--- src/rtl/ifetch_unit.sv ---
// ifetch_unit: instruction fetch for the single-issue RV32I core.
// Owns the PC, issues word fetches under a credit limit, and buffers returned
// words with their PCs in a small FIFO feeding decode. A redirect flushes the
// buffer and discards every response still owed by memory.
// Optional feature: define IFETCH_MISALIGN_CHECK_EN to flag misaligned redirect
// targets (sticky oMisalign, fetch halted until the next aligned redirect).
module ifetch_unit #(
   parameter logic [31:0] RESET_PC   = 32'h0000_0000,
   parameter int          FIFO_DEPTH = 2
) (
   input  logic        iClk,
   input  logic        iRst_n,
   output logic        oImemReqValid,
   input  logic        iImemReqReady,
   output logic [31:0] oImemReqAddr,
   input  logic        iImemRspValid,
   input  logic [31:0] iImemRspData,
   output logic        oInstrValid,
   input  logic        iInstrReady,
   output logic [31:0] oInstr,
   output logic [31:0] oInstrPc,
   input  logic        iRedirect,
   input  logic [31:0] iRedirectPc,
   output logic        oMisalign
);

   localparam int PTR_W = (FIFO_DEPTH > 1) ? $clog2(FIFO_DEPTH) : 1;
   localparam int CNT_W = PTR_W + 1;
   localparam int SUM_W = CNT_W + 1;

`ifdef IFETCH_MISALIGN_CHECK_EN
   localparam bit CHECK_EN = 1'b1;
`else
   localparam bit CHECK_EN = 1'b0;
`endif

   // Control state
   logic [31:0]      pc;
   logic [PTR_W-1:0] fifo_wr;
   logic [PTR_W-1:0] fifo_rd;
   logic [PTR_W-1:0] tag_wr;
   logic [PTR_W-1:0] tag_rd;
   logic [CNT_W-1:0] fifo_count;
   logic [CNT_W-1:0] inflight;
   logic [CNT_W-1:0] drop;
   logic             misalign;

   // Storage (data only, never reset)
   logic [31:0] fifo_data [FIFO_DEPTH];
   logic [31:0] fifo_pc   [FIFO_DEPTH];
   logic [31:0] tag_q     [FIFO_DEPTH];

   logic             halted;
   logic             credit_ok;
   logic             req_hs;
   logic             rsp_keep;
   logic             pop;
   logic             redirect_bad;
   logic [CNT_W-1:0] inflight_next;
   logic [31:0]      redirect_target;

   // A halted unit is one parked on a misaligned redirect target.
   assign halted = misalign;

   // Every outstanding request must have a guaranteed FIFO slot for its response.
   assign credit_ok = ({1'b0, fifo_count} + {1'b0, inflight}) < SUM_W'(FIFO_DEPTH);

   // Requests are masked while reset is held so the channel is idle during reset.
   assign oImemReqValid = iRst_n && credit_ok && !halted;
   assign oImemReqAddr  = pc;

   assign req_hs   = oImemReqValid && iImemReqReady;
   assign rsp_keep = iImemRspValid && (drop == '0);
   assign pop      = oInstrValid && iInstrReady;

   // Outstanding requests after this cycle: responses arriving now are no longer owed.
   assign inflight_next = inflight + CNT_W'(req_hs) - CNT_W'(iImemRspValid);

   // Low address bits only matter when misalignment checking is built in.
   assign redirect_bad    = CHECK_EN && (iRedirectPc[1:0] != 2'b00);
   assign redirect_target = {iRedirectPc[31:2], 2'b00};

   // Head of the FIFO is presented to decode; zero when empty keeps outputs clean.
   assign oInstrValid = (fifo_count != '0);
   assign oInstr      = oInstrValid ? fifo_data[fifo_rd] : 32'h0;
   assign oInstrPc    = oInstrValid ? fifo_pc[fifo_rd]   : 32'h0;
   assign oMisalign   = misalign;

   // Control state: PC, pointers, counters; redirect overrides all other updates.
   always_ff @(posedge iClk or negedge iRst_n) begin
      if (!iRst_n) begin
         pc         <= RESET_PC;
         fifo_wr    <= '0;
         fifo_rd    <= '0;
         tag_wr     <= '0;
         tag_rd     <= '0;
         fifo_count <= '0;
         inflight   <= '0;
         drop       <= '0;
         misalign   <= 1'b0;
      end else if (iRedirect) begin
         // Everything still owed by memory (including a request accepted now) is stale.
         pc         <= redirect_target;
         fifo_wr    <= '0;
         fifo_rd    <= '0;
         tag_wr     <= '0;
         tag_rd     <= '0;
         fifo_count <= '0;
         inflight   <= inflight_next;
         drop       <= inflight_next;
         misalign   <= redirect_bad;
      end else begin
         if (req_hs) begin
            pc     <= pc + 32'd4;
            tag_wr <= tag_wr + PTR_W'(1);
         end
         if (rsp_keep) begin
            fifo_wr <= fifo_wr + PTR_W'(1);
            tag_rd  <= tag_rd + PTR_W'(1);
         end
         if (pop) begin
            fifo_rd <= fifo_rd + PTR_W'(1);
         end
         fifo_count <= fifo_count + CNT_W'(rsp_keep) - CNT_W'(pop);
         inflight   <= inflight_next;
         if (iImemRspValid && (drop != '0)) begin
            drop <= drop - CNT_W'(1);
         end
      end
   end

   // Storage writes: PC tags for accepted requests, words paired with their tags.
   always_ff @(posedge iClk) begin
      if (req_hs) begin
         tag_q[tag_wr] <= pc;
      end
      if (rsp_keep && !iRedirect) begin
         fifo_data[fifo_wr] <= iImemRspData;
         fifo_pc[fifo_wr]   <= tag_q[tag_rd];
      end
   end

endmodule

--- config.mk ---
export PLATFORM = sky130hd
export DESIGN_NAME = ifetch_unit
export DESIGN_NICKNAME = d
export VERILOG_FILES = /design/src/rtl/ifetch_unit.sv
export SDC_FILE = /design/constraint.sdc
export NUM_CORES = 1
export LEC_CHECK = 0
export ABC_AREA = 1
export CAP_MARGIN = 20
export CELL_PAD_IN_SITES_DETAIL_PLACEMENT = 0
export CELL_PAD_IN_SITES_GLOBAL_PLACEMENT = 1
export CORE_MARGIN = 10
export CORE_UTILIZATION = 37
export DETAILED_ROUTE_END_ITERATION = 16
export GPL_TIMING_DRIVEN = 0
export PLACE_DENSITY_LB_ADDON = 0.05
export SLEW_MARGIN = 20
export SYNTH_ARGS = -nofsm -noshare
export SYNTH_HDL_FRONTEND = slang
export SYNTH_SLANG_ARGS = --single-unit
export TNS_END_PERCENT = 30
--- constraint.sdc ---
create_clock -name iClk -period 3.9 [get_ports iClk]
set_clock_uncertainty 0.05 [all_clocks]
set_input_delay 0.78 -clock iClk [delete_from_list [all_inputs] [get_ports iClk]]
set_output_delay 0.78 -clock iClk [all_outputs]
set_load 0.1 [all_outputs]
---- Yosys cells after proc, flatten, opt, wreduce, memory -nomap -nowiden ----
Memories as Yosys holds them, arrays and structs flattened.
Index checks and enable logic that the tools add are counted.
storage, ports and cells
  flip-flop bits (word level) ............. 42
  memory bits (writable) .................. 192
  memories kept ........................... 3
  logic and storage cells ................. 56
  input bits .............................. 70
  output and inout port bits .............. 99
operators by class
  magnitude comparators ................... 1
  $add $sub $neg .......................... 11
  reduce and logical (&&, ||, !) cells .... 14
  multiplexer cells ....................... 19
memories
  memory     words  bits a word  read ports  clocked after memory_dff  wr ports  line  source
  fifo_data  2      32           1           0                         1         49    logic [31:0] fifo_data [FIFO_DEPTH];
  fifo_pc    2      32           1           0                         1         50    logic [31:0] fifo_pc [FIFO_DEPTH];
  tag_q      2      32           1           0                         1         51    logic [31:0] tag_q [FIFO_DEPTH];
operators with widths
  operator                 count
  $mux W32                 4
  $add A32 B3 Y32 const B  1
  $mux W1                  12
  $reduce_bool A2 Y1       6
  $logic_and A1 B1 Y1      6
  $mux W2                  3
  $add A1 B1 Y1 const B    4
  $add A2 B1 Y2            2
  $sub A2 B1 Y2            2
  $add A2 B2 Y3            1
  $lt A3 B2 Y1 const B     1
  $logic_not A2 Y1         1
  $sub A2 B1 Y2 const B    1
  $logic_not A1 Y1         1

---- Depth between registers and ports, before layout ----
  word-level depth ........................ 7
  mapped depth ............................ 12
  mapped depth without buffers ............ 12

---- Worst setup path after synthesis ----
Ideal clock, no wire load.
  path type ............................... in2reg
  from .................................... input iRedirect
  to ...................................... memory fifo_data[0][0] (enable)
  cell stages on the path ................. 4
  required time ........................... 3,366 ps
  path buffers ............................ 1
  data arrival time ....................... 3,755 ps
  slack ................................... -389 ps
  setup time .............................. 484 ps
  cell sequence ........................... buf_2 > nor2_1 > inv_1 > nor2_1
on the way
  longest elaborated chain between the ends .. 4
ends and longest elaborated chain
  item                           line  source
  start: declaration             22    input logic iRedirect,
  $logic_not A1 Y1               137   if (rsp_keep && !iRedirect) begin
  $logic_and A1 B1 Y1            137
  $mux W1                        137
  $mux W1 (implied by the code)  138   fifo_data[fifo_wr] <= iImemRspData;
  end: declaration               49
Every way passes these cells.

---- Final worst setup path ----
  from .................................... register fifo_count[1]
  to ...................................... output oInstr[15]
on the way
  longest elaborated chain between the ends .. 2
ends and longest elaborated chain
  item                      line  source
  start: declaration        43    logic [CNT_W-1:0] fifo_count;
  start signal: assignment  124   fifo_count <= fifo_count + CNT_W'(rsp_keep) - CNT_W'(pop);
  $reduce_bool A2 Y1        84    assign oInstrValid = (fifo_count != '0);
  $mux W32                  85    assign oInstr = oInstrValid ? fifo_data[fifo_rd] : 32'h0;
  end: declaration          20    output logic [31:0] oInstr,
Every way passes these cells.

==> results.cfg <==
[synthesis]
synth_cells = 903
syn-cell-area_um2 = 9570
yosys.area.top_type = edfxtp_1
ys_types = 30
netlist_top_cells_area = edfxtp_1, nand2_1, dfrtp_1, a21oi_1, nand3_1
synth.avg_cell_area_um2 = 10.6
ys_ff_latch = 224
yosysTopAreaCellShare = 0.577
seq_area_frac_synth = 0.682
yosysWarnings = 0

[pwr]
power_w = 0.00984
p_leak_nw = 5.45
ir_drop_v = 0.000398
power_density_nw_per_um2 = 770

[clocking]
clock_latency_ps = 510
cts_max_level = 1
cts_buffers = 25
post_cts_buffers = 0
cts.sinks = 224
clockRootBuffer = clkbuf_16
clk_path_buf_depth = 3
path_clk_slew_ps = 60
cts_tree = done

[timing]
grt_setup_unrepaired = false
final_hold_viol_count = 0
relSlewSlack = 0.285
period_needed_ps = 3730
period_share = 0.957
setup_viol = 0
drv_slew = 0
fin_ws_ps = 167
tightest_slew_ps = 1070
fmax_mhz = 268

[routing]
ant_nets = 0
viasPerCell = 4.51
wl_per_cell_um = 16.2
wl_um = 23600
drt_iter0_drc = 393
firstDrtPassIters = 5
route.detailed.drc = 0
vias = 6545

[worst_setup_path]
worstPathArrival_ps = 2900
crit_chain = nor2_2 -> clkbuf_1 -> a21oi_1 -> clkdlybuf4s50_1
worst_path_max_delay_cell = clkdlybuf4s50_1
slowest_delay_ps = 990
cp-start-kind = flip-flop
critPathBufInv = 2
criticalPathCategory = reg -> out
end_kind = output pin
critical_path.max_fanout = 10
worstPathRequired_ps = 3070
cp_top_family = buffers and inverters

[place]
pre_cts_ws_ps = -53.6
gp_congestion = 0.761
dp_hpwl_um = 17200
numPortBuffers = 161

[die]
coreArea_um2 = 25300
dieArea_um2 = 32700
die_w_um = 181
start_util = 0.378
io_pins = 169
rows = 58
dieHeight_um = 181

[global_route]
overflow = 0
grt_pass1_wl_um = 36900
grt_max_degree = 25
grt_pass1_vias = 6623
grt_usage = 0.140
antenna_found_initial = 0

[hold_path]
worstHoldPathType = in -> async

[layout]
diodes = 0
final_cell_mix = nand2_1, edfxtp_1, clkdlybuf4s50_1
nets = 1181
area_growth_pct = 33.7
drive_above_1_share = 0.0811
nFillCells = 2321
final_common_cell = nand2_1

[run_status]
status = completed

[flow_run]
maxCapViolations = 0
==> kinds of logic (layout without fill, tap and decap cells) <==
logic type      count (synthesis)  in the layout  share of synthesized area
other cells                     1              5                   0.000392
simple gates                  465            465                      0.197
buf+inv                        95            310                     0.0426
flops                         224            224                      0.682
xor+xnor                       12             12                     0.0110
mux                             1              1                    0.00118
fa+ha+maj                       7              7                    0.00994
compound gates                 98             98                     0.0558
==> report_power, final <==
group / internal [W] / leakage [nW] / switching (W)
Combinational: 0.000936 / 2.88 / 0.00331
Sequential: 0.00297 / 2.16 / 0.000220
Clock: 0.00152 / 0.412 / 0.000892
==> final timing paths <==
path / depth (start not counted) / endpoint / slack [ps] / from
setup / recovery: 4 / oInstr[15] / 170 / fifo_count[1]
hold / removal: 1 / oImemReqAddr[5] / 250 / iRst_n
setup reg to reg: 12 / drop[1] / 1500 / fifo_count[0]
hold reg to reg: 2 / fifo_pc[1][11] / 480 / tag_q[0][11]
max in group asynchronous: 2 / fifo_wr / 3020 / iRst_n
min in group iClk: 2 / fifo_pc[1][11] / 480 / tag_q[0][11]
==> stage by stage <==
stage	hold slack [ps]	utilization	cells	TNS, ps	area [um^2]
after CTS	257	0.502	1452	0	12700
after global routing	277	0.505	1452	0	12800
after floorplan	434	-	907	-23050	9590
after global placement	463	0.459	1398	-338210	11600
after detailed placement	469	0.468	1407	-53.6	11800
final	250	0.505	1452	0	12800
==> synthesized netlist by cell type <==
cell type / number
nor2_1: 40
mux2_2: 1
buf_2: 11
buf_1: 2
buf_6: 1
nor2_4: 6
nand2_1: 363
fa_1: 1
a31oi_1: 1
xnor2_1: 4
nand2_2: 3
and2_1: 2
clkbuf_1: 17
a21oi_1: 63
xor2_1: 8
inv_2: 2
edfxtp_1: 184
ha_1: 6
nor3b_1: 1
o21bai_1: 13
nand3_2: 1
nor2_2: 5
o21ai_0: 17
nand2_4: 1
buf_4: 8
o211ai_1: 4
conb_1: 1
inv_1: 54
nand3_1: 43
dfrtp_1: 40
==> state kept, by name, indices dropped and copies added (netlist names) <==
register and count:
oImemReqAddr 30, drop 2, tag_rd 1, fifo_data 64, inflight 2, tag_wr 1
fifo_count 2, fifo_rd 1, fifo_wr 1, tag_q 60, fifo_pc 60
==> what timing repair did <==
item / 4_1_cts / 5_1_grt
hold buffers: 0 / 0
endpoints found under the setup margin: 61 / 35
hold endpoints to repair: 0 / 0
gates resized for setup: 2 / 35
pin swaps: 0 / 0
==> worst reg2reg max path: stages (launching register included) <==
cell and delay (ps):
dfrtp_1 410, nand2_1 70, inv_1 40, fa_1 460, nor2_1 140, nand3_2 180
ha_1 330, inv_1 40, ha_1 180, xnor2_1 210, nand2_1 70, nand2_1 80
inv_1 40
==> layout make-up <==
class                   count  area, um^2  area share
plain buffers              39         198      0.0155
flip-flops and latches    224        6530       0.510
clock inverters            10         156      0.0122
clock buffers              35         703      0.0550
repair buffers            170        1900       0.149
inverters                  56         210      0.0164
well taps                 330         413      0.0323
multi-input cells         588        2680       0.210
==> per-layer routing <==
metal  up-vias  GRT usage  wire [um]
li1       3396          -          -
met1      2958      0.180      10500
met2       165      0.238      11300
met3        26     0.0304       1410
met4         0     0.0292        333
met5         -          0          0
(Power assumes the default switching activity.)
